--- config.mk ---
export PLATFORM = sky130hd
export DESIGN_NAME = cpu_csr_unit
export DESIGN_NICKNAME = d
export VERILOG_FILES = /design/src/rtl/cpu_csr_pkg.sv /design/src/rtl/cpu_csr_unit.sv
export SDC_FILE = /design/constraint.sdc
export NUM_CORES = 1
export LEC_CHECK = 0
export ABC_AREA = 1
export BUFFER_PORTS_ARGS = -buffer_cell sky130_fd_sc_hd__buf_4
export CAP_MARGIN = 0
export CORE_MARGIN = 2
export CORE_UTILIZATION = 32
export DETAILED_ROUTE_END_ITERATION = 16
export PLACE_DENSITY = 0.54
export SKIP_CTS_REPAIR_TIMING = 1
export SYNTH_ARGS = -nofsm -noshare
export SYNTH_HDL_FRONTEND = slang
export SYNTH_SLANG_ARGS = --single-unit
--- constraint.sdc ---
create_clock -name clk -period 8.1 [get_ports clk]
set_clock_uncertainty 0.1 [all_clocks]
set_input_delay 1.62 -clock clk [delete_from_list [all_inputs] [get_ports clk]]
set_output_delay 1.62 -clock clk [all_outputs]
set_load 0.1 [all_outputs]
--- src/rtl/cpu_csr_pkg.sv ---
// Shared definitions for the Zicsr execute-stage sequencer and the CSR
// register file: CSR address map, funct3 encodings, sequencer state type and
// the helper functions that classify addresses and compute the new CSR value.
package cpu_csr_pkg;

    localparam int DATA_W = 32;
    localparam int ADDR_W = 12;

    // Implemented CSR addresses (user counters and supervisor set)
    localparam logic [ADDR_W-1:0] CSR_CYCLE    = 12'hC00;
    localparam logic [ADDR_W-1:0] CSR_CYCLEH   = 12'hC80;
    localparam logic [ADDR_W-1:0] CSR_TIME     = 12'hC01;
    localparam logic [ADDR_W-1:0] CSR_TIMEH    = 12'hC81;
    localparam logic [ADDR_W-1:0] CSR_INSTRET  = 12'hC02;
    localparam logic [ADDR_W-1:0] CSR_INSTRETH = 12'hC82;
    localparam logic [ADDR_W-1:0] CSR_SSTATUS  = 12'h100;
    localparam logic [ADDR_W-1:0] CSR_SIE      = 12'h104;
    localparam logic [ADDR_W-1:0] CSR_STVEC    = 12'h105;
    localparam logic [ADDR_W-1:0] CSR_SSCRATCH = 12'h140;
    localparam logic [ADDR_W-1:0] CSR_SEPC     = 12'h141;
    localparam logic [ADDR_W-1:0] CSR_SCAUSE   = 12'h142;
    localparam logic [ADDR_W-1:0] CSR_STVAL    = 12'h143;
    localparam logic [ADDR_W-1:0] CSR_SIP      = 12'h144;

    // funct3 encodings; bit 2 selects the zimm operand
    localparam logic [2:0] F3_RW  = 3'b001;
    localparam logic [2:0] F3_RS  = 3'b010;
    localparam logic [2:0] F3_RC  = 3'b011;
    localparam logic [2:0] F3_RWI = 3'b101;
    localparam logic [2:0] F3_RSI = 3'b110;
    localparam logic [2:0] F3_RCI = 3'b111;

    typedef enum logic [1:0] {
        IDLE,
        READ,
        WRITE,
        DONE
    } csr_state_t;

    // True when the address names a CSR that exists in this core
    function automatic logic csr_implemented(input logic [ADDR_W-1:0] addr);
        case (addr)
            CSR_CYCLE, CSR_CYCLEH, CSR_TIME, CSR_TIMEH, CSR_INSTRET,
            CSR_INSTRETH, CSR_SSTATUS, CSR_SIE, CSR_STVEC, CSR_SSCRATCH,
            CSR_SEPC, CSR_SCAUSE, CSR_STVAL, CSR_SIP:
                csr_implemented = 1'b1;
            default:
                csr_implemented = 1'b0;
        endcase
    endfunction

    // The top two address bits both set mark the read-only CSR space
    function automatic logic csr_read_only(input logic [ADDR_W-1:0] addr);
        csr_read_only = (addr[11:10] == 2'b11);
    endfunction

    // New CSR value for the read-modify-write: write, set bits or clear bits
    function automatic logic [DATA_W-1:0] csr_rmw(input logic [2:0]        funct3,
                                                  input logic [DATA_W-1:0] old_val,
                                                  input logic [DATA_W-1:0] op);
        case (funct3)
            F3_RW, F3_RWI: csr_rmw = op;
            F3_RS, F3_RSI: csr_rmw = old_val | op;
            F3_RC, F3_RCI: csr_rmw = old_val & ~op;
            default:       csr_rmw = old_val;
        endcase
    endfunction

endpackage

--- src/rtl/cpu_csr_unit.sv ---
// Execute-stage sequencer for Zicsr instructions. Accepts one CSR instruction
// per start pulse, reads the CSR file, computes the new value, optionally
// writes it back, and returns the old value for rd with a one-cycle done pulse.
// Illegal accesses skip the CSR file entirely and report illegal with done.
//
// Ports:
//   clk, rst            clock, asynchronous active-high reset
//   start               request pulse, taken only while busy is low
//   funct3, csr_addr    instruction fields
//   rs1_idx, rs1_val    rs1 field (also zimm) and rs1 register value
//   busy, done          sequencer status, one-cycle completion pulse
//   illegal, rd_val     trap flag and old CSR value, valid with done
//   csr_addr_o          CSR file address
//   csr_rdata           CSR file combinational read data
//   csr_wdata, csr_wr   CSR file write data and write strobe
module cpu_csr_unit
    import cpu_csr_pkg::*;
#(
    parameter int XLEN       = DATA_W,
    parameter int CSR_ADDR_W = ADDR_W
) (
    input  logic                  clk,
    input  logic                  rst,
    input  logic                  start,
    input  logic [2:0]            funct3,
    input  logic [CSR_ADDR_W-1:0] csr_addr,
    input  logic [4:0]            rs1_idx,
    input  logic [XLEN-1:0]       rs1_val,
    output logic                  busy,
    output logic                  done,
    output logic                  illegal,
    output logic [XLEN-1:0]       rd_val,
    output logic [CSR_ADDR_W-1:0] csr_addr_o,
    input  logic [XLEN-1:0]       csr_rdata,
    output logic [XLEN-1:0]       csr_wdata,
    output logic                  csr_wr
);

    csr_state_t  state;
    logic [2:0]  f3_q;
    logic [XLEN-1:0] op_q;
    logic        wr_req_q;

    logic [XLEN-1:0] start_op;
    logic        start_wr_req;
    logic        start_illegal;

    // Decode the incoming instruction: pick rs1 value or zero-extended zimm,
    // decide whether a write is architecturally requested (set/clear with a
    // zero rs1 field never writes), and classify the access as legal or not.
    always_comb begin
        start_op      = rs1_val;
        start_wr_req  = 1'b0;
        start_illegal = 1'b0;
        if (funct3[2]) begin
            start_op = {{(XLEN-5){1'b0}}, rs1_idx};
        end
        if (funct3[1:0] == 2'b01) begin
            start_wr_req = 1'b1;
        end else begin
            start_wr_req = (rs1_idx != 5'd0);
        end
        if (funct3[1:0] == 2'b00) begin
            start_illegal = 1'b1;
        end else if (!csr_implemented(csr_addr)) begin
            start_illegal = 1'b1;
        end else if (start_wr_req && csr_read_only(csr_addr)) begin
            start_illegal = 1'b1;
        end
    end

    // Sequencer: every output is a register so the CSR file sees clean
    // address/data/strobe, and reset drops the strobe and done immediately.
    always_ff @(posedge clk or posedge rst) begin
        if (rst) begin
            state      <= IDLE;
            f3_q       <= 3'b000;
            op_q       <= '0;
            wr_req_q   <= 1'b0;
            csr_addr_o <= '0;
            rd_val     <= '0;
            csr_wdata  <= '0;
            illegal    <= 1'b0;
            done       <= 1'b0;
            csr_wr     <= 1'b0;
            busy       <= 1'b0;
        end else begin
            done   <= 1'b0;
            csr_wr <= 1'b0;
            case (state)
                IDLE: begin
                    if (start) begin
                        f3_q       <= funct3;
                        op_q       <= start_op;
                        wr_req_q   <= start_wr_req;
                        csr_addr_o <= csr_addr;
                        busy       <= 1'b1;
                        if (start_illegal) begin
                            illegal <= 1'b1;
                            rd_val  <= '0;
                            done    <= 1'b1;
                            state   <= DONE;
                        end else begin
                            illegal <= 1'b0;
                            state   <= READ;
                        end
                    end
                end
                READ: begin
                    rd_val    <= csr_rdata;
                    csr_wdata <= csr_rmw(f3_q, csr_rdata, op_q);
                    if (wr_req_q) begin
                        csr_wr <= 1'b1;
                        state  <= WRITE;
                    end else begin
                        done  <= 1'b1;
                        state <= DONE;
                    end
                end
                WRITE: begin
                    done  <= 1'b1;
                    state <= DONE;
                end
                DONE: begin
                    busy  <= 1'b0;
                    state <= IDLE;
                end
                default: begin
                    busy  <= 1'b0;
                    state <= IDLE;
                end
            endcase
        end
    end

endmodule

=== After elaboration in Yosys (flattened, before gate mapping) ===
Cells that the tools add are included.

* Output and inout port bits: 80
* Bits in registers: 118
* Logic and storage cells: 77

* Equality and inequality tests: 27
* Reduce and logical (&&, ||, !) cells: 13
* Mux-type cells: 23
* Bitwise operators: 3

{| class="wikitable"
|+ Operators with widths
! kind !! number
|-
| == test 12 x 9 -> 1 bit, second input constant || 8
|-
| 2-to-1 mux 32 bit || 3
|-
| case mux 32 bit (3 select lines) || 1
|-
| == test 12 bit, second input constant || 6
|-
| case mux 32 bit (2 select lines) || 1
|-
| AND 32 bit || 1
|-
| inverter 32 bit || 1
|-
| bitwise OR 32 bit || 1
|-
| OR reduction 14 bit || 1
|-
| 2-to-1 mux 1 bit || 13
|-
| == test 3 bit, second input constant || 3
|-
| case mux 2 bit (4 select lines) || 1
|-
| == test 2 bit, second input constant || 3
|-
| == test 3 x 2 -> 1 bit, second input constant || 2
|-
| OR reduction 2 bit || 3
|-
| nonzero test 5 bit || 1
|-
| == test 2 x 1 -> 1 bit, second input constant || 2
|-
| zero test 2 bit || 2
|-
| 2-to-1 mux 2 bit || 2
|-
| != test 2 bit, second input constant || 2
|-
| AND reduction 2 bit || 2
|-
| nonzero test 2 bit || 2
|-
| == test 3 x 1 -> 1 bit, second input constant || 1
|-
| case mux 1 bit (3 select lines) || 1
|-
| other kinds (3) || 3
|}

=== Logic depth before layout (Yosys ltp) ===
Gate-level depths: netlist (run 1).

* Depth after elaboration: 9
* Depth in mapped cells: 12
* Mapped depth without buffers: 11

=== Least setup slack after synthesis (run 1) ===
Ideal clock, no wire load.

* Path kind: input -> register
* Start point: input port rs1_idx[2]
* End point: register rd_val[0]
* Arrival: 2.458 ns
* Setup slack: 5.421 ns
* Stages on the path: 11
* Required time: 7.879 ns
* Cells stage by stage: nor2_1 -> nand2_1 -> nor2_1 -> nor2_1 -> nor2_1 -> nand2_1 -> nand2_4 -> nand2_4 -> buf_6 -> nand2_1 -> nand2_1

* Word-level cells in the longest chain between the ends: 8

{| class="wikitable"
|+ Ends and longest elaborated chain
! what !! RTL line !! RTL
|-
| start: declaration || cpu_csr_unit.sv:27 || <nowiki>input logic [4:0] rs1_idx,</nowiki>
|-
| nonzero test 5 bit || cpu_csr_unit.sv:61 || <nowiki>start_wr_req = (rs1_idx != 5'd0);</nowiki>
|-
| 2-to-1 mux 1 bit || cpu_csr_unit.sv:58 || <nowiki>if (funct3[1:0] == 2'b01) begin</nowiki>
|-
| logical AND 1 bit || cpu_csr_unit.sv:67 || <nowiki>end else if (start_wr_req && csr_read_only(csr_addr)) begin</nowiki>
|-
| 2-to-1 mux 1 bit || cpu_csr_unit.sv:67 ||
|-
| 2-to-1 mux 1 bit || cpu_csr_unit.sv:65 || <nowiki>end else if (!csr_implemented(csr_addr)) begin</nowiki>
|-
| 2-to-1 mux 1 bit || cpu_csr_unit.sv:63 || <nowiki>if (funct3[1:0] == 2'b00) begin</nowiki>
|-
| != test 2 bit (no source line) || -- ||
|-
| AND reduction 3 bit (no source line) || -- ||
|-
| end signal: assignment || cpu_csr_unit.sv:110 || <nowiki>rd_val <= csr_rdata;</nowiki>
|-
| end: declaration || cpu_csr_unit.sv:32 || <nowiki>output logic [XLEN-1:0] rd_val,</nowiki>
|}

No other way between the ends.
A chain may end at the register's enable or synchronous reset.

=== Worst setup path in the final report (run 1) ===
* Start point: input port start
* End point: register rd_val[12]

* Word-level cells in the longest chain between the ends: 2

{| class="wikitable"
|+ Ends and longest elaborated chain
! what !! RTL line !! RTL
|-
| start: declaration || cpu_csr_unit.sv:24 || <nowiki>input logic start,</nowiki>
|-
| != test 2 bit (no source line) || -- ||
|-
| AND reduction 3 bit (no source line) || -- ||
|}

No other way between the ends.

==> impl_metrics.toml, run 1 <==
[drt]
ant_nets = 0
drc_errors = 0
wl_per_cell_um = 15.3
via_count = 5009
drt-pass1-iter-count = 5
routed_wl_um = 16400
drtIter0Drc = 328
via_per_inst = 4.66

[critical_path]
crit_chain = "buf_4 -> nand2_2 -> buf_4 -> inv_2 -> nand2_4 -> nand2_4 -> nand2_1 -> nand2_1"
cp_slowest_stage_delay_ns = 0.58
worstPathArrival_ns = 3.73
required_ns = 8.30
crit_type = "primary input to flip-flop"
cp_max_fo = 82
critPathCaptureType = "flip-flop"
slowest_stage = "buf_4"
startpoint_type = "primary input"

[run]
drv_cap = 0

[global_routing]
grt-ovfl-total = 0
grtUsageTotal_pct = 18.5
grt_pass1_wl_um = 25900
grt_pass1_vias = 4783
grt_max_degree = 100
antenna_found_initial = 0

[die]
die_w_um = 135
rows = 47
initial_core_util_pct = 32.9
die_h_um = 135
pin_count = 167
core-area_um2 = 16600
dieArea_um2 = 18200

[logic_synthesis]
synthTopCellsByArea = "dfrtp_1 54%, nand2_1 17%, nand3_1 6.2%, o21ai_0 6.1%, nor2_1 3.8%"
yosysUniqueCellTypes = 18
synth.net_count = 789
ys_ff_latch = 117
yosys.area.top_type = "dfrtp_1"
syn_area_per_cell_um2 = 7.84
yosysSeqAreaShare_pct = 53.5
synth_top_cell_area_share_pct = 53.5
synthesis.area_um2 = 5470
syn_inst = 698
yosysWarnings = 0

[cts]
cts.sink_count = 117
h-tree-depth = 4
path_clk_slew_ns = 0.05
clockBufferDepth = 2
cts_made_buffers = 17
cts-root-buf = "clkbuf_16"
cts_tree = "yes"
clkLatencyLatePin_ns = 0.41

[sta]
slew_violations = 0
fin_setup_tns_ns = 0
period_needed_ns = 3.53
setup_viol = 0
rsz0062_at_grt = "no"
hold_viol = 0
max_freq_mhz = 283
slew_headroom_pct = 22.1
fin_crit_sh_pct = 43.6
hold_slack_ns = 0.381
tightest_slew_ns = 1.17

[hold_path]
min_path_type = "flip-flop to flip-flop"

[placed_design]
io_buffer_count = 166
place.gp.congestion = 0.802
place_hpwl_um = 10700

[finish]
fill_cells = 1676
fin_nets = 934
area_growth_pct = 37.3
drive_gt1_share_pct = 24.4
insertedDiodeCount = 0

[run_status]
outcome = "completed"
-- per-stage QoR --
step | area (um^2) | utilization, % | std cells | setup WS (ns)
6_report | 7510 | 45.1 | 1075 | 4.57
5_1_grt | 7510 | 45.1 | 1075 | 4.32
4_1_cts | 7510 | 45.1 | 1075 | 4.56
3_5_place_dp | 6840 | 41.1 | 1044 | 4.13
3_3_place_gp | 6840 | 41.1 | 1044 | 4.18
2_1_floorplan | 5470 | - | 698 | 3.28
-- cell usage after synthesis, drive strengths merged --
library cell  instances
or2                   1
o21ai                67
nand2               244
a31oi                32
buf                  14
clkbuf               31
o211ai                1
ha                    4
nand3                68
nor2                 56
inv                  50
a21oi                13
dfrtp               117
-- logic make-up (layout without fill, tap and decap cells) --
kind of cell / count (synthesis) / in the layout / share of synthesized area, %
adder cells (fa/ha/maj): 4 / 4 / 0.915
AO/OA/AOI/OAI: 113 / 113 / 11.1
buffers and inverters: 95 / 252 / 7.23
AND/OR/NAND/NOR: 369 / 369 / 27.2
flip-flops: 117 / 117 / 53.5
-- area by class of cell --
type / count / area (um^2) / share of cell area (%)
multi-input cells: 486 / 2160 / 28.8
flip-flops and latches: 117 / 2930 / 39.0
clock inverters: 10 / 200 / 2.67
well taps: 220 / 275 / 3.67
clock buffers: 21 / 470 / 6.27
inverters: 50 / 190 / 2.53
repair buffers: 171 / 1280 / 17.1
-- critical path, delay by kind of cell --
family / cells / cell delay (ns)
AND/OR/NAND/NOR: 5 / 1.03
buffers and inverters: 3 / 1.01
-- final timing paths --
check	from	slack [ns]	cells past startpoint	end
min in group asynchronous	rst	1.19	2	csr_wdata[30]
setup reg to reg	state[0]	5.12	9	rd_val[12]
hold / removal	csr_addr_o[4]	0.38	2	csr_addr_o[4]
hold reg to reg	csr_addr_o[4]	0.38	2	csr_addr_o[4]
max in group asynchronous	rst	5.33	3	rd_val[6]
setup / recovery	start	4.57	8	rd_val[12]
-- layer usage --
| metal | share of wire (%) | track usage [%] | vias up |
|---|---|---|---|
| li1 | - | - | 2541 |
| met1 | 47 | 25.5 | 2286 |
| met2 | 45 | 28.4 | 162 |
| met3 | 6.3 | 4.32 | 20 |
| met4 | 1.7 | 7.02 | 0 |
| met5 | 0 | 0 | - |
-- sequential cells by signal, indices dropped and copies added (netlist names) --
| register | flops |
|---|---|
| f3_q | 2 |
| rd_val | 32 |
| csr_wr | 1 |
| state | 2 |
| done | 1 |
| busy | 1 |
| csr_wdata | 32 |
| csr_addr_o | 12 |
| illegal | 1 |
| wr_req_q | 1 |
| op_q | 32 |
-- cell usage in the layout (no fill, tap or decap), types with 13 or more instances in the layout --
cell type / netlist / layout
nand3_1: 68 / 68
a21oi_1: 13 / 13
clkbuf_16: 0 / 17
o21ai_0: 67 / 67
nand2_1: 242 / 241
buf_4: 3 / 171
dfrtp_1: 117 / 117
nor2_1: 56 / 56
inv_1: 48 / 47
a31oi_1: 32 / 32
Power of run 1 is not shown: default switching activity piles up to over one toggle a cycle in this logic, so the estimate is an artifact.
==> inputs of run 2 (changes only) <==
--- a/config.mk
+++ b/config.mk
@@ -5,13 +5,13 @@
 export SDC_FILE = /design/constraint.sdc
 export NUM_CORES = 1
 export LEC_CHECK = 0
-export ABC_AREA = 1
+export ABC_AREA = 0
 export BUFFER_PORTS_ARGS = -buffer_cell sky130_fd_sc_hd__buf_4
 export CAP_MARGIN = 0
 export CORE_MARGIN = 2
 export CORE_UTILIZATION = 32
 export DETAILED_ROUTE_END_ITERATION = 16
-export PLACE_DENSITY = 0.54
+export PLACE_DENSITY = 0.53
 export SKIP_CTS_REPAIR_TIMING = 1
 export SYNTH_ARGS = -nofsm -noshare
 export SYNTH_HDL_FRONTEND = slang
==> constraint.sdc (replaced) <==
create_clock -name clk -period 3.6 [get_ports clk]
set_clock_uncertainty 0.1 [all_clocks]
set_input_delay 0.72 -clock clk [delete_from_list [all_inputs] [get_ports clk]]
set_output_delay 0.72 -clock clk [all_outputs]
set_load 0.1 [all_outputs]
==> run 2 against run 1 <==
Synthesized cell count decreased by 22%. Global-route usage fell by 0.89 points. Count of clock-buffer cells in the layout grew 1. Sequential share of layout area down 2.6 points. Critical path depth down 3. Utilization decreased by 1.8 points. Register-to-register slack got worse by 4.1 ns. Wire length is 2.7% higher.
==> impl_metrics.toml, run 2 <==
[drt]
drtIter0Drc = 172
drt-pass1-iter-count = 4
via_per_inst = 5.03
ant_nets = 0
routed_wl_um = 16900
via_count = 4711
wl_per_cell_um = 18.0
drc_errors = 0

[placed_design]
place_hpwl_um = 10900
place.gp.congestion = 0.762
io_buffer_count = 166

[run_status]
outcome = "completed"

[finish]
fill_cells = 1778
mostFrequentLayoutCells = "172 x buf_4, 115 x dfrtp_1, 69 x mux2i_1, 66 x a21oi_1, 47 x mux2_2"
reg_top3 = "csr_wdata x32, op_q x32, rd_val x32"
fin_nets = 781
area_growth_pct = 33.9
layout_commonest_cell = "buf_4"
insertedDiodeCount = 0
drive_gt1_share_pct = 37.7

[logic_synthesis]
muxShareOfSynthArea_pct = 20.3
synth_fa_ha_area_share_pct = 0.833
syn_inst = 542
synthFlopType = "dfrtp_1"
async_reset_ff_share_pct = 100
yosysMostFrequentCell = "dfrtp_1"
yosysUniqueCellTypes = 40
synthesis.area_um2 = 6010
synth_top_cell_area_share_pct = 48.7
synth_common_cells = "117 x dfrtp_1, 69 x mux2i_1, 66 x a21oi_1"
synthTopCellsByArea = "dfrtp_1 49%, mux2i_1 11%, mux2_2 8.8%, a21oi_1 5.5%, xnor2_1 4.5%"
syn_area_per_cell_um2 = 11.1
synth_xor_area_share_pct = 4.52
yosysSeqAreaShare_pct = 48.7
synth-simple-area-share_pct = 7.33
synth_compound_area_share_pct = 13.7
yosys.area.top_type = "dfrtp_1"
synth_edf_count = 0
synth_top_family_by_area = "multiplexers"
synth.net_count = 633
yosysWarnings = 0
ys_ff_latch = 117

[cts]
path_clk_slew_ns = 0.06
h-tree-depth = 4
cts_made_buffers = 17
clockBufferDepth = 2
cts.sink_count = 117
clkLatencyLatePin_ns = 0.41
cts-root-buf = "clkbuf_16"
cts_tree = "yes"

[sta]
fin_crit_sh_pct = 71.9
slew_violations = 0
setup_viol = 0
fin_setup_tns_ns = 0
period_needed_ns = 2.59
rsz0062_at_grt = "no"
max_freq_mhz = 386
tightest_slew_ns = 1.27
hold_viol = 0
slew_headroom_pct = 14.7

[critical_path]
cp_max_fo = 32
required_ns = 3.82
critPathCaptureType = "flip-flop"
worstPathArrival_ns = 2.81
crit_type = "flip-flop to flip-flop"
startpoint_type = "flip-flop"

[global_routing]
grtUsageTotal_pct = 17.6
antenna_found_initial = 0
grt-ovfl-total = 0
grt_max_degree = 118
grt_pass1_vias = 4931
grt_pass1_wl_um = 27000

[run]
drv_cap = 0

[die]
dieArea_um2 = 19900
die_h_um = 141
die_w_um = 141
initial_core_util_pct = 32.3
core-area_um2 = 18600
rows = 50
pin_count = 167

[hold_path]
min_path_type = "flip-flop to flip-flop"
==> run 2: cell types whose count changed after synthesis, moves of 43 or more <==
cell | previous run | this run
nand2_1 | 242 | 37
inv_1 | 48 | 5
mux2i_1 | 0 | 69
nand3_1 | 68 | 1
mux2_2 | 0 | 47
nor2_1 | 56 | 2
a21oi_1 | 13 | 66
==> run 2: cell families (layout without fill, tap and decap cells) <==
kind of cell / after synthesis / count (layout)
AO/OA/AOI/OAI: 141 / 141
flip-flops: 117 / 117
multiplexers: 116 / 116
AND/OR/NAND/NOR: 84 / 84
buffers and inverters: 49 / 210
XOR/XNOR: 31 / 31
adder cells (fa/ha/maj): 4 / 4
==> run 2: worst max-delay path, cell delays in order, from the launching register on <==
cell and delay (ns):
dfrtp_1 0.41, inv_1 0.09, ha_2 0.61, a21boi_4 0.89, a22oi_1 0.17, mux2i_1 0.21
==> run 2: path summary, 6_finish.rpt <==
check | from | to | slack [ns] | cells past startpoint
max in group asynchronous | rst | op_q[5] | 2.51 | 3
max | state[1] | rd_val[4] | 1.01 | 5
min reg2reg | csr_wdata[30] | csr_wdata[30] | 0.40 | 1
min | csr_wdata[30] | csr_wdata[30] | 0.40 | 1
max reg2reg | state[1] | rd_val[4] | 1.01 | 5
min in group asynchronous | rst | op_q[27] | 0.41 | 3
==> run 2: layout make-up <==
type / instances / area [um^2] / area share, %
sequential: 117 / 2930 / 36.4
multi-input combinational: 376 / 2840 / 35.3
timing repair buffer: 173 / 1310 / 16.3
clock buffer: 22 / 474 / 5.90
tap: 234 / 293 / 3.64
clock inverter: 10 / 175 / 2.18
inverter: 5 / 22.5 / 0.280
==> run 2: routing by layer <==
metal	share of wire [%]	track usage [%]
met1	44	23.0
met2	48	28.3
met3	5.7	4.82
met4	2.0	6.00
met5	0	0
==> run 2: per-stage QoR <==
step | worst slack, ns | cell area [um^2] | utilization (%) | hold WS (ns) | std cells
finish | 1.01 | 8040 | 43.3 | 0.405 | 937
global route | 0.721 | 8040 | 43.3 | 0.430 | 937
detailed placement | 0.665 | 7390 | 39.8 | 0.395 | 905
floorplan | 1.35 | 6010 | - | 0.363 | 542
CTS | 0.966 | 8040 | 43.3 | 0.407 | 937
global placement | 0.704 | 7390 | 39.8 | 0.392 | 905
Power of run 2 is left out for the same reason.
